## src/rtl/dividend_rebuild_pkg.sv

```systemverilog
// Shared types and constants for the dividend rebuild checker.
package dividend_rebuild_pkg;

  typedef enum logic [1:0] {
    IDLE = 2'd0,
    MUL  = 2'd1,
    ADD  = 2'd2
  } state_e;

  localparam int OPW  = 4;
  localparam int RESW = 8;

  // Bit positions within uio_in / uio_out
  localparam int START = 4;
  localparam int BUSY  = 5;
  localparam int DONE  = 6;
  localparam int ERR   = 7;

  localparam logic [RESW-1:0] UIO_OE = 8'b1110_0000;

endpackage

```

## src/rtl/dividend_rebuild_datapath.sv

```systemverilog
// Shift-add multiplier plus final remainder add: acc = q*d, result = acc + r.
module dividend_rebuild_datapath
  import dividend_rebuild_pkg::*;
(
  input  logic            clk,
  input  logic            rst_n,
  input  logic            load_i,
  input  logic            step_i,
  input  logic            finish_i,
  input  logic [OPW-1:0]  q_i,
  input  logic [OPW-1:0]  r_i,
  input  logic [OPW-1:0]  d_i,
  output logic [RESW-1:0] result_o,
  output logic            r_ge_d_o,
  output logic            d_zero_o
);

  logic [OPW-1:0]  q_sh_q, q_sh_d;
  logic [RESW-1:0] d_sh_q, d_sh_d;
  logic [RESW-1:0] acc_q, acc_d;
  logic [OPW-1:0]  r_q, r_d;
  logic [OPW-1:0]  d_q, d_d;

  // Final sum; r is zero-extended explicitly before the add.
  assign result_o = acc_q + {{(RESW-OPW){1'b0}}, r_q};
  assign r_ge_d_o = (r_q >= d_q);
  assign d_zero_o = (d_q == '0);

  // Next-state for capture, one multiplier step, or folding r into acc.
  always_comb begin
    q_sh_d = q_sh_q;
    d_sh_d = d_sh_q;
    acc_d  = acc_q;
    r_d    = r_q;
    d_d    = d_q;
    if (load_i) begin
      q_sh_d = q_i;
      d_sh_d = {{(RESW-OPW){1'b0}}, d_i};
      acc_d  = '0;
      r_d    = r_i;
      d_d    = d_i;
    end else if (step_i) begin
      if (q_sh_q[0]) begin
        acc_d = acc_q + d_sh_q;
      end
      d_sh_d = d_sh_q << 1;
      q_sh_d = q_sh_q >> 1;
    end else if (finish_i) begin
      acc_d = result_o;
    end
  end

  // Datapath registers.
  always_ff @(posedge clk or negedge rst_n) begin
    if (!rst_n) begin
      q_sh_q <= '0;
      d_sh_q <= '0;
      acc_q  <= '0;
      r_q    <= '0;
      d_q    <= '0;
    end else begin
      q_sh_q <= q_sh_d;
      d_sh_q <= d_sh_d;
      acc_q  <= acc_d;
      r_q    <= r_d;
      d_q    <= d_d;
    end
  end

endmodule

```

## src/rtl/tt_um_dividend_rebuild.sv

```systemverilog
// Rebuilds dividend = q*d + r from a divider result and flags illegal results.
//
// state | meaning
// IDLE  | waiting for start; done/err/uo_out hold the last result
// MUL   | four shift-add steps of q*d
// ADD   | add remainder, register result and flags
module tt_um_dividend_rebuild
  import dividend_rebuild_pkg::*;
(
  input  logic       clk,
  input  logic       rst_n,
  input  logic       ena,
  input  logic [7:0] ui_in,
  input  logic [7:0] uio_in,
  output logic [7:0] uo_out,
  output logic [7:0] uio_out,
  output logic [7:0] uio_oe
);

  state_e          state_q, state_d;
  logic [1:0]      cnt_q, cnt_d;
  logic            busy_q, busy_d;
  logic            done_q, done_d;
  logic            err_q, err_d;
  logic [RESW-1:0] res_q, res_d;

  logic            load, step, finish;
  logic [RESW-1:0] result;
  logic            r_ge_d, d_zero;
  logic            unused_uio;

  assign unused_uio = &{1'b0, uio_in[7:5]};

  dividend_rebuild_datapath u_dp (
    .clk      (clk),
    .rst_n    (rst_n),
    .load_i   (load),
    .step_i   (step),
    .finish_i (finish),
    .q_i      (ui_in[7:4]),
    .r_i      (ui_in[3:0]),
    .d_i      (uio_in[3:0]),
    .result_o (result),
    .r_ge_d_o (r_ge_d),
    .d_zero_o (d_zero)
  );

  assign uo_out  = res_q;
  assign uio_out = {err_q, done_q, busy_q, 5'b0_0000};
  assign uio_oe  = UIO_OE;

  // Next-state and datapath strobes; nothing moves while ena is low.
  always_comb begin
    state_d = state_q;
    cnt_d   = cnt_q;
    busy_d  = busy_q;
    done_d  = done_q;
    err_d   = err_q;
    res_d   = res_q;
    load    = 1'b0;
    step    = 1'b0;
    finish  = 1'b0;
    if (ena) begin
      case (state_q)
        IDLE: begin
          if (uio_in[START]) begin
            load    = 1'b1;
            cnt_d   = 2'd0;
            busy_d  = 1'b1;
            done_d  = 1'b0;
            err_d   = 1'b0;
            state_d = MUL;
          end
        end
        MUL: begin
          step  = 1'b1;
          cnt_d = cnt_q + 2'd1;
          if (cnt_q == 2'd3) begin
            state_d = ADD;
          end
        end
        ADD: begin
          finish  = 1'b1;
          busy_d  = 1'b0;
          done_d  = 1'b1;
          state_d = IDLE;
          if (d_zero) begin
            res_d = 8'hFF;
            err_d = 1'b1;
          end else begin
            res_d = result;
            err_d = r_ge_d;
          end
        end
        default: state_d = IDLE;
      endcase
    end
  end

  // State, counter and output/flag registers.
  always_ff @(posedge clk or negedge rst_n) begin
    if (!rst_n) begin
      state_q <= IDLE;
      cnt_q   <= '0;
      busy_q  <= 1'b0;
      done_q  <= 1'b0;
      err_q   <= 1'b0;
      res_q   <= '0;
    end else begin
      state_q <= state_d;
      cnt_q   <= cnt_d;
      busy_q  <= busy_d;
      done_q  <= done_d;
      err_q   <= err_d;
      res_q   <= res_d;
    end
  end

endmodule

```

## config.mk

```make
export PLATFORM = sky130hd
export DESIGN_NAME = tt_um_dividend_rebuild
export DESIGN_NICKNAME = d
export VERILOG_FILES = /design/src/rtl/dividend_rebuild_pkg.sv /design/src/rtl/dividend_rebuild_datapath.sv /design/src/rtl/tt_um_dividend_rebuild.sv
export SDC_FILE = /design/constraint.sdc
export NUM_CORES = 1
export LEC_CHECK = 0
export CAP_MARGIN = 30
export CORE_ASPECT_RATIO = 1.75
export CORE_UTILIZATION = 53
export CTS_CLUSTER_SIZE = 16
export DETAILED_ROUTE_END_ITERATION = 12
export PLACE_DENSITY = 0.81
export SETUP_SLACK_MARGIN = 0.2
export SKIP_CTS_REPAIR_TIMING = 1
export SLEW_MARGIN = 20
export SYNTH_ARGS = -nofsm -noshare
export SYNTH_HDL_FRONTEND = slang
export SYNTH_SLANG_ARGS = --single-unit
```

## constraint.sdc

```tcl
create_clock -name clk -period 2.6 [get_ports clk]
set_input_delay 0.52 -clock clk [delete_from_list [all_inputs] [get_ports clk]]
set_output_delay 0.52 -clock clk [all_outputs]
set_load 0.05 [all_outputs]
```

==> flow_summary.toml, run 1 <==
[worst_setup_path]
path_type_of_the_worst_setup_path = "input port to register"
data_required_time_at_the_worst_endpoint_ns = 2.82
timing.critical_path.from = "ena"
end_kind = "register"
setup.worst_path.start_class = "input port"
crit_fanout = 11
timing.critical_path.arrival_ns = 2.36
reg2reg_from = "u_dp.acc_q[0]$_DFFE_PN0P_"

[cts]
cts_max_path_buffers = 2
clock_tree.root_cell = "sky130_fd_sc_hd__clkbuf_8"
cts.htree.levels = 2
cts_tree = "yes"
cts_buffers = 5
tritoncts_sinks = 43
latest_clock_arrival_within_the_worst_skew_pair_ns = 0.30
worst_setup_hold_path_clk_slew_ns = 0.08

[synth]
synth.avg_cell_area_um2 = 9.66
yosys_most_used_dff = "sky130_fd_sc_hd__dfrtp_1"
postSynthRegisterBits = 43
yosysTopAreaCell = "sky130_fd_sc_hd__dfrtp_1"
synth_simple_gate_area_share_pct = 13.6
synth.lib_cells_used.distinct = 43
synth_adder_area_share_pct = 9.79
post-synth-top-area-fraction_pct = 43.8
post_synth_inst_count = 254
synthesized_area_fraction_occupied_by_ao_oa_aoi_and_oai_cells_pct = 18.2
synth.yosys.seq_area_share_pct = 43.8
synth_top_cells_by_count = "43 x sky130_fd_sc_hd__dfrtp_1, 41 x sky130_fd_sc_hd__nand2_1, 17 x sky130_fd_sc_hd__buf_4, 16 x sky130_fd_sc_hd__ha_1, 14 x sky130_fd_sc_hd__a21oi_1"
yosys_warnings = 0
postSynth.asyncResetShare_pct = 100
yosys.cell_count.top_type = "sky130_fd_sc_hd__dfrtp_1"
post_synth_instance_area_mm2 = 0.00245
synth.area.mux_share_pct = 2.85
synth.area.top_cells = "sky130_fd_sc_hd__dfrtp_1 44%, sky130_fd_sc_hd__ha_1 8.2%, sky130_fd_sc_hd__nand2_1 6.3%, sky130_fd_sc_hd__buf_4 5.2%, sky130_fd_sc_hd__a21oi_1 2.9%"
synth_top_family_by_area = "compound AO/OA/AOI/OAI gates"
xor_xnor_share_of_the_synthesized_area_pct = 3.92
synth_edf_count = 0

[power_and_ir_drop]
leakagePower_uw = 0.00138
power.share.sequential_pct = 32.7
combPwrFrac_pct = 50.5
power_switching_share_pct = 42.6
p_clk_share_pct = 16.8
netSwitchingPower_uw = 1580
vdd.ir_drop.worst_mv = 0.672
p_int_uw = 2120
post-layout-total-power_uw = 3700
power.density_mw_per_mm2 = 1300

[finish]
syn2layout_area_growth_pct = 16.3
final.fill_count = 389
fin_nets = 317
drive_gt1_share_pct = 5.34
final_core_util_pct = 64.2
antenna_cells = 0

[drt]
wl_met1_mm = 1.93
wire_per_inst_um = 14.5
dr.pass1.iters = 4
dr.max_layer_used = "met4"
met3_length_um = 128
detail_route_antenna_nets = 0
first_iter_violations = 39
wl_met2_mm = 2.68
routed_wl_mm = 4.83
vias_per_cell = 5.60
detailroute.via_count = 1858
route.detailed.drc = 0

[global_route]
grt_usage_pct = 23.7
grt_remaining_overflow = 0
number_of_antenna_violations_at_the_first_check_in_global_routing = 0
global_route_wire_length_before_repair_mm = 8.46
first_global_vias = 1870
largest_net_degree_at_the_start_of_global_routing = 44

[worst_hold_path]
timing.hold.worst.class = "input port to async pin"

[sta]
finalCritPeriodShare_pct = 82.4
timing.final.max_slew_violations = 0
worst_slack_ns = 0.459
final_hold_viol_count = 0
max_clock_freq_mhz = 467
fin_crit_ns = 2.14
rsz0062_at_grt = "false"
setup_viol_count_final = 0
worst_pin_slew_ns = 0.803
max-slew-margin-rel_pct = 46.2
timing.clock.skew_ns = 0.00239
fin_setup_tns_ns = 0

[die]
die_w_um = 53.4
core_mm2 = 0.00444
io-pin-count = 43
initial_utilization_pct = 55.2
die-height_um = 92.0
die-area_mm2 = 0.00492
rows = 32

[status]
status = "completed"

[placed_design]
detailed_placer_s_ending_hpwl_mm = 3.65
dpl_worst_slack_ns = 0.133
routabilityCongestion = 0.815
count_of_buffers_from_port_buffering = 26

[job]
timing.max_cap.violations = 0
cells in the final DEF (no fill, tap or decap), drive strengths merged, types with 2 or more instances in the layout:
master,synthesis,layout
a211oi,3,3
o22a,4,4
fa,2,2
nor2,13,13
dfrtp,43,43
nand2,41,41
nand2b,5,5
nor3,3,3
a211o,2,2
clkdlybuf4s50,0,25
o22ai,3,3
a2bb2oi,2,2
buf,20,6
a21oi,14,14
a22oi,4,4
inv,8,8
clkbuf,3,5
bufinv,0,2
a22o,5,5
conb,2,13
a21o,4,4
xnor2,6,6
nor2b,3,3
mux2i,7,7
o21ai,19,19
o21a,2,2
ha,16,16
xor2,5,5
nand3,2,2
final cells by class:
type / instances / area, um^2 / share of cell area [%]
Clock buffer: 5 / 68.8 / 2.41
Clock inverter: 3 / 67.6 / 2.37
Inverter: 8 / 30.0 / 1.05
Multi-Input combinational cell: 191 / 1240 / 43.3
Sequential cell: 43 / 1080 / 37.7
Tap cell: 51 / 63.8 / 2.23
Timing Repair Buffer: 31 / 313 / 11.0
state kept, by name, indices dropped and copies added, names as in the netlist:
name	count
u_dp.acc_q	8
uo_out	8
u_dp.r_q	4
err_q	1
u_dp.q_sh_q	4
done_q	1
cnt_q	2
state_q	2
u_dp.d_sh_q	8
busy_q	1
u_dp.d_q	4
per-stage QoR:
step                area (um^2)  instances  hold slack (ns)
floorplan                  2500        265            0.224
global placement           2690        323            0.462
detailed placement         2690        323            0.476
CTS                        2830        331            0.401
global route               2860        332            0.194
finish                     2860        332            0.164
critical path, stage by stage:
cell and delay [ns]:
sky130_fd_sc_hd__clkdlybuf4s50_1 0.48, sky130_fd_sc_hd__nor2b_1 0.20, sky130_fd_sc_hd__and3_1 0.21, sky130_fd_sc_hd__nor2_1 0.63, sky130_fd_sc_hd__a21oi_1 0.13, sky130_fd_sc_hd__o22ai_1 0.19
layer usage:
metal	global-route usage (%)	up-vias
met5	0	-
met4	8.55	0
met3	3.98	7
met2	42.7	40
met1	26.3	898
li1	-	913
power by group through the flow:
stage	Sequential, uW	Clock [uW]	Combinational (uW)
final	1210	621	1870
after global routing	1250	653	2080
after CTS	1210	633	1870
after detailed placement	1220	0	1850
after global placement	1210	0	1790
after floorplan	1360	0	1270
kinds of logic after synthesis:
logic type	Yosys count
xor gates and xnor gates	11
AOI/OAI and AO/OA	68
muxes	7
other	2
and+or+nand+nor	74
adders and majority gates	18
DFF	43
buffers and inverters	31
path summary, 6_finish.rpt:
| kind | endpoint | slack, ns | depth (start not counted) |
|---|---|---|---|
| max | u_dp.acc_q[4]$_DFFE_PN0P_ | 0.46 | 6 |
| min in group clk | u_dp.q_sh_q[1]$_DFFE_PN0N_ | 0.50 | 2 |
| min reg2reg | u_dp.q_sh_q[1]$_DFFE_PN0N_ | 0.50 | 2 |
| max reg2reg | u_dp.acc_q[6]$_DFFE_PN0P_ | 0.46 | 7 |
| min | u_dp.r_q[3]$_DFFE_PN0P_ | 0.16 | 1 |
| max in group asynchronous | state_q[0]$_DFFE_PN0P_ | 1.95 | 2 |
Power figures use the tool's default switching activity.
==> run 2: changes to the inputs <==
==> constraint.sdc (replaced) <==
create_clock -name clk -period 2 [get_ports clk]
set_input_delay 0.4 -clock clk [delete_from_list [all_inputs] [get_ports clk]]
set_output_delay 0.4 -clock clk [all_outputs]
set_load 0.05 [all_outputs]
==> flow_summary.toml, run 2 (synthesis gave the netlist of run 1 again) <==
[status]
status = "completed"

[finish]
post-route-cell-area_mm2 = 0.00317
drive_gt1_share_pct = 19.9
final.fill_count = 325
antenna_cells = 0
fin_nets = 342
syn2layout_area_growth_pct = 29.2
multi_input_area_mm2 = 0.00136
final_cell_mix = "41 x sky130_fd_sc_hd__nand2_1, 41 x sky130_fd_sc_hd__dfrtp_1, 28 x sky130_fd_sc_hd__buf_4"
seq_area_mm2 = 0.00108

[cts]
cts.htree.levels = 2
latest_clock_arrival_within_the_worst_skew_pair_ns = 0.30
cts_buffers = 5
cts_tree = "yes"
tritoncts_sinks = 43
clock_tree.root_cell = "sky130_fd_sc_hd__clkbuf_8"
worst_setup_hold_path_clk_slew_ns = 0.08
cts_max_path_buffers = 2

[worst_setup_path]
timing.critical_path.arrival_ns = 2.17
timing.critical_path.slowest_cell_delay_ns = 0.40
crit_chain = "ha_2 -> fa_2 -> a211o_1 -> o2111ai_2 -> xnor2_2 -> a222oi_1 -> o21ai_1"
crit_family = "compound AO/OA/AOI/OAI gates"
cpMaxStageDelayCell = "sky130_fd_sc_hd__dfrtp_1"
end_kind = "register"
path_buf_inv = 0
setup.worst_path.start_class = "register"
path_type_of_the_worst_setup_path = "register to register"
data_required_time_at_the_worst_endpoint_ns = 2.18
crit_fanout = 2

[global_route]
global_route_wire_length_before_repair_mm = 9.26
grt_remaining_overflow = 0
grt_usage_pct = 25.9
first_global_vias = 2012
number_of_antenna_violations_at_the_first_check_in_global_routing = 0
largest_net_degree_at_the_start_of_global_routing = 21

[power_and_ir_drop]
power.share.sequential_pct = 30.3
combPwrFrac_pct = 56.6
power_switching_share_pct = 43.2
p_int_uw = 3020
vdd.ir_drop.worst_mv = 1.07
leakagePower_uw = 0.00164
p_clk_share_pct = 13.2
netSwitchingPower_uw = 2300
power.density_mw_per_mm2 = 1680

[drt]
wire_per_inst_um = 15.9
vias_per_cell = 5.63
detailroute.via_count = 2010
dr.pass1.iters = 4
detail_route_antenna_nets = 0
routed_wl_mm = 5.67
first_iter_violations = 34
route.detailed.drc = 0

[die]
core_mm2 = 0.00444
initial_utilization_pct = 55.2
die-height_um = 92.0
io-pin-count = 43
die_w_um = 53.4
rows = 32
die-area_mm2 = 0.00492

[worst_hold_path]
timing.hold.worst.class = "input port to async pin"

[placed_design]
count_of_buffers_from_port_buffering = 26
routabilityCongestion = 0.930
dpl_worst_slack_ns = -0.225
dpl-instance-area_mm2 = 0.00284
detailed_placer_s_ending_hpwl_mm = 4.05

[job]
timing.max_cap.violations = 0

[sta]
rsz0062_at_grt = "true"
max_clock_freq_mhz = 501
max-slew-margin-rel_pct = 66.6
timing.hold.ws_ns = 0.0163
fin_crit_ns = 1.99
final_hold_viol_count = 0
worst_slack_ns = 0.00575
worst_pin_slew_ns = 0.501
timing.final.max_slew_violations = 0
timing.clock.skew_ns = 0.00791
finalCritPeriodShare_pct = 99.7
setup_viol_count_final = 0
==> run 2: cell types whose count changed in the layout (fill, tap and decap cells not counted), sizes merged <==
cell / previous run / this run
dlymetal6s2s: 0 / 12
clkdlybuf4s50: 25 / 13
clkinv: 0 / 1
buf: 6 / 31
clkinvlp: 1 / 0
clkbuf: 5 / 6
bufinv: 2 / 1
==> run 2: path summary, 6_finish.rpt <==
check,startpoint,endpoint,slack (ns),cells past startpoint
setup / recovery,u_dp.acc_q[0]$_DFFE_PN0P_,u_dp.acc_q[6]$_DFFE_PN0P_,0.006,7
min in group clk,ena,state_q[0]$_DFFE_PN0P_,0.43,2
setup reg to reg,u_dp.acc_q[0]$_DFFE_PN0P_,u_dp.acc_q[6]$_DFFE_PN0P_,0.006,7
hold reg to reg,busy_q$_DFFE_PN0P_,busy_q$_DFFE_PN0P_,0.48,2
hold / removal,rst_n,u_dp.acc_q[7]$_DFFE_PN0P_,0.02,1
max in group asynchronous,rst_n,u_dp.acc_q[1]$_DFFE_PN0P_,1.42,2
==> run 2: per-stage QoR <==
stage	setup TNS (ns)	instances	util (%)	total power, uW
2_1_floorplan	0	265	-	3440
3_3_place_gp	-1.34	341	63.8	4090
3_5_place_dp	-1.81	341	63.8	4210
4_1_cts	-0.0749	349	66.5	4930
5_1_grt	-0.176	357	71.4	5680
6_report	0	357	71.4	5320
==> run 2: metal layers <==
layer / GRT usage [%] / share of wire (%)
met1: 31.2 / 39
met5: 0 / 0
met2: 43.6 / 55
met3: 4.48 / 3.4
met4: 10.5 / 2.5
==> run 2: cell type report <==
type,instances,share of cell area (%)
Inverter,8,0.947
Multi-Input combinational cell,191,43.0
Timing Repair Buffer,56,16.3
Sequential cell,43,34.0
Tap cell,51,2.01
Clock buffer,6,2.60
Clock inverter,2,1.10
==> run 2: power groups by stage <==
stage	clock network [uW]	logic, uW	registers (uW)
2_1_floorplan	0	1660	1780
3_3_place_gp	0	2510	1570
3_5_place_dp	0	2610	1600
4_1_cts	715	2630	1590
5_1_grt	742	3290	1650
6_report	701	3010	1610
